$ cat src/rtl/fifo_pkg.sv
// Shared helpers for the synchronous FIFO: count/pointer widths and parameter legality.
// Latency: n/a (constant functions only, evaluated at elaboration).
// Backpressure: n/a.
package fifo_pkg;

    // Width needed to hold an occupancy in 0..depth inclusive.
    function automatic int count_width(input int depth);
        return $clog2(depth + 1);
    endfunction

    // Width needed to address depth entries; never less than one bit.
    function automatic int ptr_width(input int depth);
        return (depth > 1) ? $clog2(depth) : 1;
    endfunction

    // True when the parameter set describes a buildable FIFO.
    function automatic bit params_legal(input int width, input int depth,
                                        input int showahead, input int ae_th,
                                        input int af_th);
        return (width >= 1) && (depth >= 2) &&
               (showahead == 0 || showahead == 1) &&
               (ae_th >= 0) && (ae_th <= depth) &&
               (af_th >= 0) && (af_th <= depth);
    endfunction

endpackage

$ cat src/rtl/fifo_ptr.sv
// Modulo-DEPTH wrapping pointer used for both the read and write side of the FIFO.
// Latency: advances one step on the clock edge where inc is high.
// Backpressure: none; the caller gates inc with its own accept condition.
// Ports: clk, reset (async, active-high), clear (sync flush to 0), inc, ptr.
module fifo_ptr
    import fifo_pkg::*;
#(
    parameter int DEPTH = 8,
    parameter int PW    = ptr_width(DEPTH)
) (
    input  logic          clk,
    input  logic          reset,
    input  logic          clear,
    input  logic          inc,
    output logic [PW-1:0] ptr
);

    localparam logic [PW-1:0] LAST = PW'(DEPTH - 1);

    always_ff @(posedge clk or posedge reset) begin
        if (reset) begin
            ptr <= '0;
        end else if (clear) begin
            ptr <= '0;
        end else if (inc) begin
            // Explicit wrap so non power-of-two depths work.
            ptr <= (ptr == LAST) ? '0 : ptr + PW'(1);
        end
    end

endmodule

$ cat src/rtl/sync_fifo_ext.sv
// Synchronous FIFO with occupancy, almost flags, error pulses and FWFT/registered read.
// Latency: write visible on rdata one cycle later (showahead); registered read returns data one cycle after read.
// Backpressure: writes dropped when full (overflow pulse), reads dropped when empty (underflow pulse).
// Ports: clk, reset (async, active-high), clear (sync flush), wdata/write, read,
//        rdata/rvalid, usedw, empty/full/almost_empty/almost_full, overflow/underflow.
module sync_fifo_ext
    import fifo_pkg::*;
#(
    parameter int WIDTH     = 8,
    parameter int DEPTH     = 8,
    parameter int SHOWAHEAD = 1,
    parameter int AE_TH     = 1,
    parameter int AF_TH     = DEPTH - 1
) (
    input  logic                          clk,
    input  logic                          reset,
    input  logic                          clear,
    input  logic [WIDTH-1:0]              wdata,
    input  logic                          write,
    input  logic                          read,
    output logic [WIDTH-1:0]              rdata,
    output logic                          rvalid,
    output logic [count_width(DEPTH)-1:0] usedw,
    output logic                          empty,
    output logic                          full,
    output logic                          almost_empty,
    output logic                          almost_full,
    output logic                          overflow,
    output logic                          underflow
);

    localparam int CW = count_width(DEPTH);
    localparam int PW = ptr_width(DEPTH);

    localparam logic [CW-1:0] DEPTH_C = CW'(DEPTH);
    localparam logic [CW-1:0] AE_C    = CW'(AE_TH);
    localparam logic [CW-1:0] AF_C    = CW'(AF_TH);

    if (!params_legal(WIDTH, DEPTH, SHOWAHEAD, AE_TH, AF_TH)) begin : g_bad_params
        $error("sync_fifo_ext: illegal parameter combination");
    end

    logic [WIDTH-1:0] mem [DEPTH];
    logic [PW-1:0]    wr_ptr;
    logic [PW-1:0]    rd_ptr;
    logic [CW-1:0]    count;
    logic             wr_acc;
    logic             rd_acc;

    // Flags come straight from the registered count, so they lag events by one cycle.
    assign empty        = (count == '0);
    assign full         = (count == DEPTH_C);
    assign almost_empty = (count <= AE_C);
    assign almost_full  = (count >= AF_C);
    assign usedw        = count;

    // Acceptance uses pre-edge state: at full a paired write loses, at empty a paired read loses.
    assign wr_acc = write & ~full  & ~clear;
    assign rd_acc = read  & ~empty & ~clear;

    fifo_ptr #(.DEPTH(DEPTH), .PW(PW)) u_wr_ptr (
        .clk   (clk),
        .reset (reset),
        .clear (clear),
        .inc   (wr_acc),
        .ptr   (wr_ptr)
    );

    fifo_ptr #(.DEPTH(DEPTH), .PW(PW)) u_rd_ptr (
        .clk   (clk),
        .reset (reset),
        .clear (clear),
        .inc   (rd_acc),
        .ptr   (rd_ptr)
    );

    always_ff @(posedge clk or posedge reset) begin
        if (reset) begin
            count     <= '0;
            overflow  <= 1'b0;
            underflow <= 1'b0;
        end else if (clear) begin
            count     <= '0;
            overflow  <= 1'b0;
            underflow <= 1'b0;
        end else begin
            count     <= count + CW'(wr_acc) - CW'(rd_acc);
            overflow  <= write & full;
            underflow <= read & empty;
        end
    end

    // Storage has no reset so it maps onto plain RAM.
    always_ff @(posedge clk) begin
        if (wr_acc) begin
            mem[wr_ptr] <= wdata;
        end
    end

    if (SHOWAHEAD == 1) begin : g_fwft
        assign rdata  = mem[rd_ptr];
        assign rvalid = ~empty;
    end else begin : g_reg_read
        logic [WIDTH-1:0] rdata_q;
        logic             rvalid_q;

        always_ff @(posedge clk or posedge reset) begin
            if (reset) begin
                rdata_q  <= '0;
                rvalid_q <= 1'b0;
            end else begin
                // rd_acc is already low during clear, so rvalid drops and rdata holds.
                rvalid_q <= rd_acc;
                if (rd_acc) begin
                    rdata_q <= mem[rd_ptr];
                end
            end
        end

        assign rdata  = rdata_q;
        assign rvalid = rvalid_q;
    end

endmodule

$ cat config.mk
export PLATFORM = sky130hd
export DESIGN_NAME = sync_fifo_ext
export DESIGN_NICKNAME = d
export VERILOG_FILES = /design/src/rtl/fifo_pkg.sv /design/src/rtl/fifo_ptr.sv /design/src/rtl/sync_fifo_ext.sv
export SDC_FILE = /design/constraint.sdc
export NUM_CORES = 1
export LEC_CHECK = 0
export ABC_AREA = 1
export BUFFER_PORTS_ARGS = -buffer_cell sky130_fd_sc_hd__clkbuf_2
export CORE_MARGIN = 4
export CORE_UTILIZATION = 46
export CTS_BUF_LIST = sky130_fd_sc_hd__clkbuf_8
export DETAILED_ROUTE_END_ITERATION = 7
export PLACE_DENSITY_LB_ADDON = 0.12
export REMOVE_ABC_BUFFERS = 1
export SLEW_MARGIN = 20
export SYNTH_ARGS = -nofsm -noshare
export SYNTH_HDL_FRONTEND = slang
export SYNTH_HIERARCHICAL = 1
export SYNTH_SLANG_ARGS = --single-unit
$ cat constraint.sdc
create_clock -name clk -period 5 [get_ports clk]
set_input_delay 0.25 -clock clk [delete_from_list [all_inputs] [get_ports clk]]
set_output_delay 0.25 -clock clk [all_outputs]
set_load 0.005 [all_outputs]
==> qor.yml <==
cts-buffers-inserted: 9
worstPathRequired_ns: 5.22
die_h_um: 97.6
cts.repair.resized: 0
p_leak_nw: 2.00
grtUsageTotal_pct: 15.8
p_seq_share_pct: 46.9
yosys.area.top_type_share_pct: 52.0
dr_wl_met2_um: 3540
slew_headroom_pct: 36.7
r2r_slack_ns: 2.43
drt-initial-drc-count: 75
synth-main-ff-cell: "edfxtp_1"
worstReg2RegStart: "usedw[2]$_DFF_PP0_"
synth_edf_count: 64
clk_pin_slew_ns: 0.08
clockBufferDepth: 2
dpl.hpwl_um: 4410
cp_cell_sequence: "inv_1 > ha_1 > inv_1 > nor2_2 > nor3_1 > ha_1 > inv_1 > ha_1 > fa_1 > inv_1 > nor2_1"
num-fill-cells: 711
fin_hold_ws_ns: 0.139
path_delay_family: "adder cells"
synth_common_cells: "116 x nand2_1, 88 x inv_1, 64 x edfxtp_1"
finalMaxSlewViolations: 0
io_pins: 32
via_per_inst: 4.62
ir_drop_mv: 0.213
avgRoutedWirePerCell_um: 13.4
hold_depth: 3
antenna_cells: 0
ant_nets: 0
switching_share_pct: 30.9
cts_hold_buf: 1
routedLengthMet1_um: 3260
finClkSkew_ns: 0.0102
grt-ovfl-total: 0
grt_max_degree: 37
cp-end-kind: "register"
synthCells: 386
route.detailed.drc: 0
hold_start: "write"
ys_seq_area_share_pct: 60.2
crit_arrival_ns: 2.79
synth-seq-cells: 76
dieArea_um2: 9530
slowest_delay_ns: 0.54
port_buffers: 31
worstHoldEndpoint: "overflow$_DFF_PP0_"
area_growth_pct: 11.9
start_util_pct: 47.6
fp.dieW_um: 97.6
critPathKind: "register to register"
hold_viol_final: 0
power_frac_clock_pct: 28.5
dr_total_vias: 2437
path_common_cell: "inv_1"
yosys.area.top_type: "edfxtp_1"
synthesis.area_um2: 3690
fin_tns_setup_ns: 0
crit_slowest_cell: "nor3_1"
cts-root-buf: "clkbuf_8"
cts_tree: "built"
multi_input_area_um2: 1050
nets: 447
ff2ff_path_depth: 11
seq_area_um2: 2220
maxCapViolations: 0
grt_pass1_vias: 2363
async_flop_share_pct: 15.8
critPathMaxFanout: 5
firstDrtPassIters: 4
synth.area.top_cells: "edfxtp_1 52%, nand2_1 12%, inv_1 8.9%, dfrtp_1 8.1%, nand3_1 5.3%"
top_layer: "met4"
post-cts-setup-buffer-count: 0
rows: 32
fin_crit_sh_pct: 51.4
synth_area_per_cell_um2: 9.57
clock-sinks: 76
power_density_nw_per_um2: 383
yosysWarnings: 6
gp_congestion: 0.722
r2r_end: "usedw[1]$_DFF_PP0_"
cts_htree_levels: 3
setup_viol: 0
outcome: "complete, no violations"
worst_setup_path_start_kind: "register"
period_needed_ns: 2.57
fmax_mhz: 389
switchingPower_w: 0.000490
rsz0062_at_grt: "false"
grt_pass1_wl_um: 11600
yosysUniqueCellTypes: 21
p_int_w: 0.00109
core_area_um2: 7770
synth.most_common_cell: "nand2_1"
holdCritPathClass: "input pin to register"
wl_met3_um: 179
p_comb_share_pct: 24.6
drive_above_1_share_pct: 17.6
critPathBufInv: 4
tightest_slew_ns: 0.945
antenna_found_initial: 0
clock_latency_ns: 0.35
wl_um: 7090
[worst reg2reg max path, delay by kind of cell, from the launching register on]
family                   cells  cell delay (ns)
adder cells (fa/ha/maj)      4             1.16
AND/OR/NAND/NOR              3             0.62
flip-flops                   1             0.38
buffers and inverters        4             0.30
[cell usage in the layout, fill, tap and decap left out]
| cell type | count |
|---|---|
| nand2_1 | 116 |
| inv_1 | 90 |
| edfxtp_1 | 64 |
| nand3_1 | 39 |
| clkbuf_2 | 31 |
| ha_1 | 12 |
| dfrtp_1 | 12 |
| nand2_2 | 10 |
| clkbuf_8 | 9 |
| nor2_1 | 8 |
| nor3_2 | 7 |
| nor2_2 | 5 |
| inv_2 | 3 |
| nor3_1 | 3 |
| a21oi_1 | 3 |
| clkinvlp_4 | 3 |
| buf_4 | 3 |
| inv_6 | 2 |
| nand3_2 | 1 |
| xnor2_1 | 1 |
| o21bai_1 | 1 |
| fa_1 | 1 |
| bufinv_16 | 1 |
| dlygate4sd3_1 | 1 |
[state kept, by name, summed over array words and instances, names as in the netlist]
register / count
underflow: 1
mem: 64
usedw: 4
u_wr_ptr/ptr: 3
overflow: 1
u_rd_ptr/ptr: 3
[per-stage QoR]
step                      power, W  std cells  area, µm²  setup WS [ns]  util [%]
after floorplan            0.00101        375       3590           2.68         -
after global placement     0.00114        511       3930           2.54      50.6
after detailed placement   0.00115        511       3930           2.43      50.6
after CTS                  0.00160        528       4130           2.40      53.2
after global routing       0.00169        528       4130           2.22      53.2
final                      0.00158        528       4130           2.43      53.2
[kinds of logic after synthesis]
logic type / Yosys count / share of synthesized area, %
and+or+nand+nor: 189 / 22.2
buffers and inverters: 103 / 12.2
DFF: 76 / 60.2
adders and majority gates: 13 / 4.61
AOI/OAI and AO/OA: 4 / 0.610
xor gates and xnor gates: 1 / 0.237
[power by group through the flow]
stage                     combinational (W)  sequential (W)  clock, W
final                              0.000390        0.000742  0.000452
after global placement             0.000389        0.000756         0
after floorplan                    0.000241        0.000767         0
after detailed placement           0.000396        0.000757         0
after global routing               0.000456        0.000747  0.000488
after CTS                          0.000399        0.000743  0.000461
[worst max-delay path by stage]
stage	startpoint	cells past startpoint	end	slack [ns]
floorplan	usedw[2]$_DFF_PP0_	11	usedw[1]$_DFF_PP0_	2.68
CTS	usedw[2]$_DFF_PP0_	11	usedw[1]$_DFF_PP0_	2.40
global placement	usedw[2]$_DFF_PP0_	11	usedw[1]$_DFF_PP0_	2.54
detailed placement	usedw[2]$_DFF_PP0_	11	usedw[1]$_DFF_PP0_	2.43
finish	usedw[2]$_DFF_PP0_	11	usedw[1]$_DFF_PP0_	2.43
global route	usedw[2]$_DFF_PP0_	11	usedw[1]$_DFF_PP0_	2.22
[metal layers]
metal	track usage, %	up-vias
met1	19.3	1134
met3	3.45	8
li1	-	1264
met2	27.1	31
met5	0	-
met4	6.07	0
[area by class of cell]
cell class              count  area share (%)
clock buffers               9            3.00
clock inverters             7            1.67
inverters                  92            8.48
multi-input cells         207            25.4
flip-flops and latches     76            53.8
well taps                 102            3.09
repair buffers             35            4.54
No activity file was read; power rests on OpenSTA's default activity.
